## src/rtl/sm3_msg_expnd.sv

```systemverilog
// ============================================================================
// sm3_msg_expnd
// ----------------------------------------------------------------------------
// SM3 message expansion. It collects one padded 512-bit block as 16 big-endian
// 32-bit words, then streams 64 expansion beats (W_j, W'_j), one per cycle,
// to the compression core.
//
// Ports
//   clk              : single clock, rising-edge state updates
//   rst_n            : asynchronous active-low reset
//   pad_inpt_data_i  : padded message word (word 0 of the block first)
//   pad_inpt_vld_i   : input word valid
//   pad_inpt_lst_i   : sampled only with word 15; flags the final block
//   pad_inpt_rdy_o   : high while loading; a word moves on vld & rdy
//   expnd_otpt_wj_o  : W_j
//   expnd_otpt_wjj_o : W'_j = W_j ^ W_(j+4)
//   expnd_otpt_lst_o : high on the round-63 beat of the final block
//   expnd_otpt_vld_o : beat valid, no backpressure
// ============================================================================
module sm3_msg_expnd (
    input  logic        clk,
    input  logic        rst_n,
    input  logic [31:0] pad_inpt_data_i,
    input  logic        pad_inpt_vld_i,
    input  logic        pad_inpt_lst_i,
    output logic        pad_inpt_rdy_o,
    output logic [31:0] expnd_otpt_wj_o,
    output logic [31:0] expnd_otpt_wjj_o,
    output logic        expnd_otpt_lst_o,
    output logic        expnd_otpt_vld_o
);

    typedef enum logic {
        LOAD  = 1'b0,
        EXPND = 1'b1
    } state_t;

    state_t      state;
    state_t      state_nxt;

    // Sliding window: win[k] holds W_(j+k) for the beat j currently presented.
    logic [31:0] win [16];
    logic [3:0]  word_cnt;
    logic [5:0]  rnd_j;
    logic        blk_lst;

    logic        word_acc;
    logic        last_word_acc;
    logic        last_rnd;
    logic [31:0] w_new;

    function automatic logic [31:0] rotl7(input logic [31:0] x);
        return {x[24:0], x[31:25]};
    endfunction

    function automatic logic [31:0] rotl15(input logic [31:0] x);
        return {x[16:0], x[31:17]};
    endfunction

    function automatic logic [31:0] rotl23(input logic [31:0] x);
        return {x[8:0], x[31:9]};
    endfunction

    function automatic logic [31:0] p1(input logic [31:0] x);
        return x ^ rotl15(x) ^ rotl23(x);
    endfunction

    assign pad_inpt_rdy_o = (state == LOAD);
    assign word_acc       = (state == LOAD) && pad_inpt_vld_i;
    assign last_word_acc  = word_acc && (word_cnt == 4'd15);
    assign last_rnd       = (rnd_j == 6'd63);

    // W_(j+16) from the window holding W_j..W_(j+15).
    assign w_new = p1(win[0] ^ win[7] ^ rotl15(win[13])) ^ rotl7(win[3]) ^ win[10];

    // ------------------------------------------------------------------------
    // State register
    // ------------------------------------------------------------------------
    always_ff @(posedge clk or negedge rst_n) begin
        if (!rst_n) begin
            state <= LOAD;
        end else begin
            state <= state_nxt;
        end
    end

    // ------------------------------------------------------------------------
    // Next-state logic
    // ------------------------------------------------------------------------
    always_comb begin
        state_nxt = state;
        case (state)
            LOAD: begin
                if (last_word_acc) begin
                    state_nxt = EXPND;
                end
            end
            EXPND: begin
                if (last_rnd) begin
                    state_nxt = LOAD;
                end
            end
            default: state_nxt = LOAD;
        endcase
    end

    // ------------------------------------------------------------------------
    // Window, counters and registered outputs.
    // Beat 0 is registered on the same edge that captures word 15: it only
    // needs W_0 and W_4, which are already in the window. That gives the
    // one-cycle fill-to-output latency while the outputs stay registered.
    // Each later edge in EXPND presents beat j+1 from win[1]/win[5] and
    // shifts the window so that win[0] becomes W_(j+1).
    // ------------------------------------------------------------------------
    always_ff @(posedge clk or negedge rst_n) begin
        if (!rst_n) begin
            for (int unsigned i = 0; i < 16; i++) begin
                win[i] <= '0;
            end
            word_cnt         <= '0;
            rnd_j            <= '0;
            blk_lst          <= 1'b0;
            expnd_otpt_wj_o  <= '0;
            expnd_otpt_wjj_o <= '0;
            expnd_otpt_lst_o <= 1'b0;
            expnd_otpt_vld_o <= 1'b0;
        end else begin
            case (state)
                LOAD: begin
                    expnd_otpt_lst_o <= 1'b0;
                    expnd_otpt_vld_o <= last_word_acc;
                    if (word_acc) begin
                        win[word_cnt] <= pad_inpt_data_i;
                        word_cnt      <= word_cnt + 4'd1;
                    end
                    if (last_word_acc) begin
                        blk_lst          <= pad_inpt_lst_i;
                        rnd_j            <= '0;
                        expnd_otpt_wj_o  <= win[0];
                        expnd_otpt_wjj_o <= win[0] ^ win[4];
                    end
                end
                EXPND: begin
                    if (last_rnd) begin
                        rnd_j            <= '0;
                        expnd_otpt_vld_o <= 1'b0;
                        expnd_otpt_lst_o <= 1'b0;
                    end else begin
                        rnd_j            <= rnd_j + 6'd1;
                        expnd_otpt_vld_o <= 1'b1;
                        expnd_otpt_lst_o <= blk_lst && (rnd_j == 6'd62);
                        expnd_otpt_wj_o  <= win[1];
                        expnd_otpt_wjj_o <= win[1] ^ win[5];
                        for (int unsigned i = 0; i < 15; i++) begin
                            win[i] <= win[i + 1];
                        end
                        win[15] <= w_new;
                    end
                end
                default: begin
                    expnd_otpt_vld_o <= 1'b0;
                    expnd_otpt_lst_o <= 1'b0;
                end
            endcase
        end
    end

endmodule

```

## config.mk

```make
export PLATFORM = sky130hd
export DESIGN_NAME = sm3_msg_expnd
export DESIGN_NICKNAME = d
export VERILOG_FILES = /design/src/rtl/sm3_msg_expnd.sv
export SDC_FILE = /design/constraint.sdc
export NUM_CORES = 1
export LEC_CHECK = 0
export ABC_AREA = 1
export BUFFER_PORTS_ARGS = -buffer_cell sky130_fd_sc_hd__buf_2
export CAP_MARGIN = 20
export CORE_MARGIN = 10
export CORE_UTILIZATION = 60
export DETAILED_ROUTE_END_ITERATION = 12
export PLACE_DENSITY = 0.77
export SLEW_MARGIN = 0
export SYNTH_ARGS = -nofsm -noshare
export SYNTH_HDL_FRONTEND = slang
export SYNTH_SLANG_ARGS = --single-unit
```

## constraint.sdc

```tcl
create_clock -name clk -period 3.2 [get_ports clk]
set_input_delay 0.96 -clock clk [delete_from_list [all_inputs] [get_ports clk]]
set_output_delay 0.96 -clock clk [all_outputs]
set_load 0.005 [all_outputs]
```

==> impl_metrics.py <==
metrics = {
    "finish": {
        "instances_no_fill": 4750,
        "fill_cells": 4283,
        "nets": 4072,
        "syn_to_final_growth_pct": 10.4,
        "drive_above_1_share_pct": 8.05,
        "fin_util_pct": 67.2,
    },
    "grt": {
        "grt_max_degree": 121,
        "grt_use_total_pct": 35.2,
        "grt_pass1_vias": 27400,
        "antenna_found_initial": 3,
        "grt_overflow": 0,
        "grt_pass1_wl_mm": 164,
    },
    "floorplanning": {
        "row_count": 82,
        "die_w_um": 246,
        "io_pins": 103,
        "die_area_um2": 60400,
        "start_util_pct": 60.9,
        "die_y_um": 246,
        "core_um2": 50300,
    },
    "worst_setup_path": {
        "reg2regPathDepth": 6,
        "worstReg2RegEnd": "win[62]$_DFFE_PN0P_",
        "r2r-start": "expnd_otpt_vld_o$_DFF_PN0_",
        "r2r_setup_slack_ns": 0.46,
        "critPathLaunchType": "flip-flop",
        "critPathArrivalTime_ns": 2.01,
        "end_kind": "primary output",
        "cp-startpoint": "expnd_otpt_vld_o$_DFF_PN0_",
        "cp_data_required_time_ns": 2.24,
        "critPathKind": "flip-flop to primary output",
        "cp-endpoint": "expnd_otpt_vld_o",
        "critPathMaxFanout": 68,
    },
    "timing": {
        "final.setup.tns_ns": 0,
        "relSlewSlack_pct": 44.2,
        "max_freq_ghz": 0.336,
        "fin_skew_ns": 0.0222,
        "setup_violations": 0,
        "worstMarginPinSlew_ns": 0.835,
        "grt_setup_unrepaired": "false",
        "slew_viol_final": 0,
        "final-hold-violation-count": 0,
        "post-route-period-util_pct": 93.0,
        "fin_ws_ns": 0.225,
        "period_minus_slack_ns": 2.97,
    },
    "worst_hold_path": {
        "hold_path_class": "input port to async pin",
    },
    "place": {
        "place_ws_ns": 0.300,
        "numPortBuffers": 102,
        "place_inst": 4639,
        "dp_hpwl_mm": 74.2,
        "gp_congestion": 0.993,
    },
    "logic_synthesis": {
        "synthFlopType": "dfrtp_1",
        "synth-seq-area-share_pct": 48.2,
        "synth_compound_area_share_pct": 22.5,
        "syn_inst": 4034,
        "synth_top_cells_by_count": "nand2_1, dfrtp_1, o21ai_0",
        "synth_top_family_by_area": "compound AO/OA/AOI/OAI gates",
        "synthTopCellsByArea": "dfrtp_1, nand2_1, o21ai_0",
        "synth-edff-count": 0,
        "synthXorXnorAreaFrac_pct": 0.429,
        "synth_seq_cells": 589,
        "synthesis.area_um2": 30600,
        "synthDistinctLibCells": 35,
        "synth_adder_area_share_pct": 0.245,
        "synth_top_area_cell": "dfrtp_1",
        "synth-simple-area-share_pct": 18.6,
        "synth.most_common_cell": "nand2_1",
        "async_reset_ff_share_pct": 100,
        "synth_mux_area_share_pct": 0,
        "syn_nets": 4076,
        "synth_area_per_cell_um2": 7.59,
        "yosys_warnings": 0,
        "synth_top_cell_area_share_pct": 48.2,
    },
    "clocking": {
        "postCtsHoldBufs": 0,
        "insertion_delay_ns": 0.65,
        "cts_root_buf": "clkbuf_16",
        "clockBufferDepth": 3,
        "cts_tree": "done",
        "cts.reportedPaths.clkPinSlew_ns": 0.06,
        "post_cts_buffers": 0,
        "clock-sinks": 589,
        "numCtsBuffers": 61,
        "cts_resized": 0,
        "htreeDepth": 2,
    },
    "drt": {
        "num_vias": 29800,
        "routed_via_density": 6.28,
        "drc": 0,
        "avgRoutedWirePerCell_um": 22.8,
        "route.antenna.remaining_nets": 0,
        "drt_iter0_markers": 4387,
        "dr.pass1.iters": 8,
        "wl_mm": 108,
    },
    "run": {
        "drv_cap": 0,
    },
    "power_and_ir_drop": {
        "vdd_ir_drop_max_mv": 0.791,
        "power_density_nw_per_um2": 1160,
        "power.total_mw": 39.4,
        "p_leak_nw": 15.2,
    },
    "run_status": {
        "status": "finished, final reports clean",
    },
}
[power breakdown]
group	internal (mW)	switching, mW	total [mW]
Clock	3.88	3.09	6.97
Combinational	5.60	14.7	20.3
Sequential	10.3	1.77	12.1
Total	19.8	19.6	39.4
[routing by layer]
| layer | GRT usage, % | vias up | share of wire (%) | wire length, µm |
|---|---|---|---|---|
| met5 | 0 | - | 0.022 | 24 |
| met4 | 20.0 | 4 | 6.4 | 6930 |
| met3 | 9.34 | 348 | 12 | 13600 |
| met2 | 51.7 | 1900 | 43 | 46500 |
| met1 | 46.7 | 14200 | 38 | 41400 |
| li1 | - | 13400 | - | - |
[cells in the final DEF (no fill, tap or decap), types with 3 or more instances in the layout]
| cell | count |
|---|---|
| nand2_1 | 1003 |
| nor2_2 | 4 |
| a31oi_1 | 23 |
| clkbuf_1 | 16 |
| xor2_1 | 13 |
| ha_1 | 6 |
| o22ai_1 | 324 |
| o211ai_1 | 6 |
| buf_4 | 71 |
| a41oi_1 | 3 |
| nand3b_1 | 4 |
| nor2_4 | 3 |
| inv_2 | 13 |
| clkbuf_16 | 61 |
| o21ai_4 | 15 |
| a22oi_1 | 75 |
| o21ai_1 | 28 |
| inv_1 | 511 |
| buf_12 | 19 |
| nor2_1 | 149 |
| nand3_1 | 244 |
| nand4_1 | 3 |
| buf_2 | 101 |
| a22o_1 | 4 |
| a21oi_1 | 215 |
| clkinv_2 | 15 |
| dfrtp_1 | 588 |
| clkbuf_8 | 13 |
| o21ai_0 | 528 |
[cells by family (layout without fill, tap and decap cells)]
logic type	after synthesis	after routing
flip-flops	589	589
buffers and inverters	786	829
other	0	1
adder cells (fa/ha/maj)	6	6
AO/OA/AOI/OAI	1223	1223
AND/OR/NAND/NOR	1415	1415
XOR/XNOR	15	15
[critical path: stages, from the launching register on]
cell and delay [ns]:
dfrtp_4 0.49, buf_4 0.63, buf_2 0.24
[layout make-up]
class | count | area (µm²) | share of cell area, %
Sequential cell | 589 | 14700 | 43.6
Clock buffer | 90 | 1770 | 5.22
Antenna cell | 1 | 2.50 | 0.00740
Timing Repair Buffer | 192 | 1430 | 4.24
Clock inverter | 20 | 154 | 0.455
Tap cell | 672 | 841 | 2.49
Multi-Input combinational cell | 2659 | 12900 | 38.1
Inverter | 527 | 1990 | 5.89
[per-stage QoR]
stage | hold WS [ns] | instance area (µm²)
3_5_place_dp | 0.460 | 31900
2_1_floorplan | 0.442 | 30600
3_3_place_gp | 0.461 | 31900
6_report | 0.285 | 33800
5_1_grt | 0.313 | 33800
4_1_cts | 0.301 | 33800
[flip-flops by register name, summed over array words and instances (netlist names)]
name and flops:
win 512, word_cnt 4, blk_lst 1, expnd_otpt_vld_o 1, rnd_j 6, expnd_otpt_lst_o 1, expnd_otpt_wjj_o 32, expnd_otpt_wj_o 32
[how the worst min path moves through the flow]
stage / startpoint / end / slack (ns) / cells after the start
global route: rst_n / expnd_otpt_lst_o$_DFF_PN0_ / 0.31 / 1
floorplan: blk_lst$_DFFE_PN0P_ / blk_lst$_DFFE_PN0P_ / 0.44 / 2
global placement: expnd_otpt_wj_o[14]$_DFFE_PN0P_ / expnd_otpt_wj_o[14]$_DFFE_PN0P_ / 0.46 / 2
CTS: rst_n / expnd_otpt_lst_o$_DFF_PN0_ / 0.30 / 1
detailed placement: blk_lst$_DFFE_PN0P_ / blk_lst$_DFFE_PN0P_ / 0.46 / 2
finish: rst_n / win[225]$_DFFE_PN0P_ / 0.28 / 1
(Power assumes the default switching activity.)
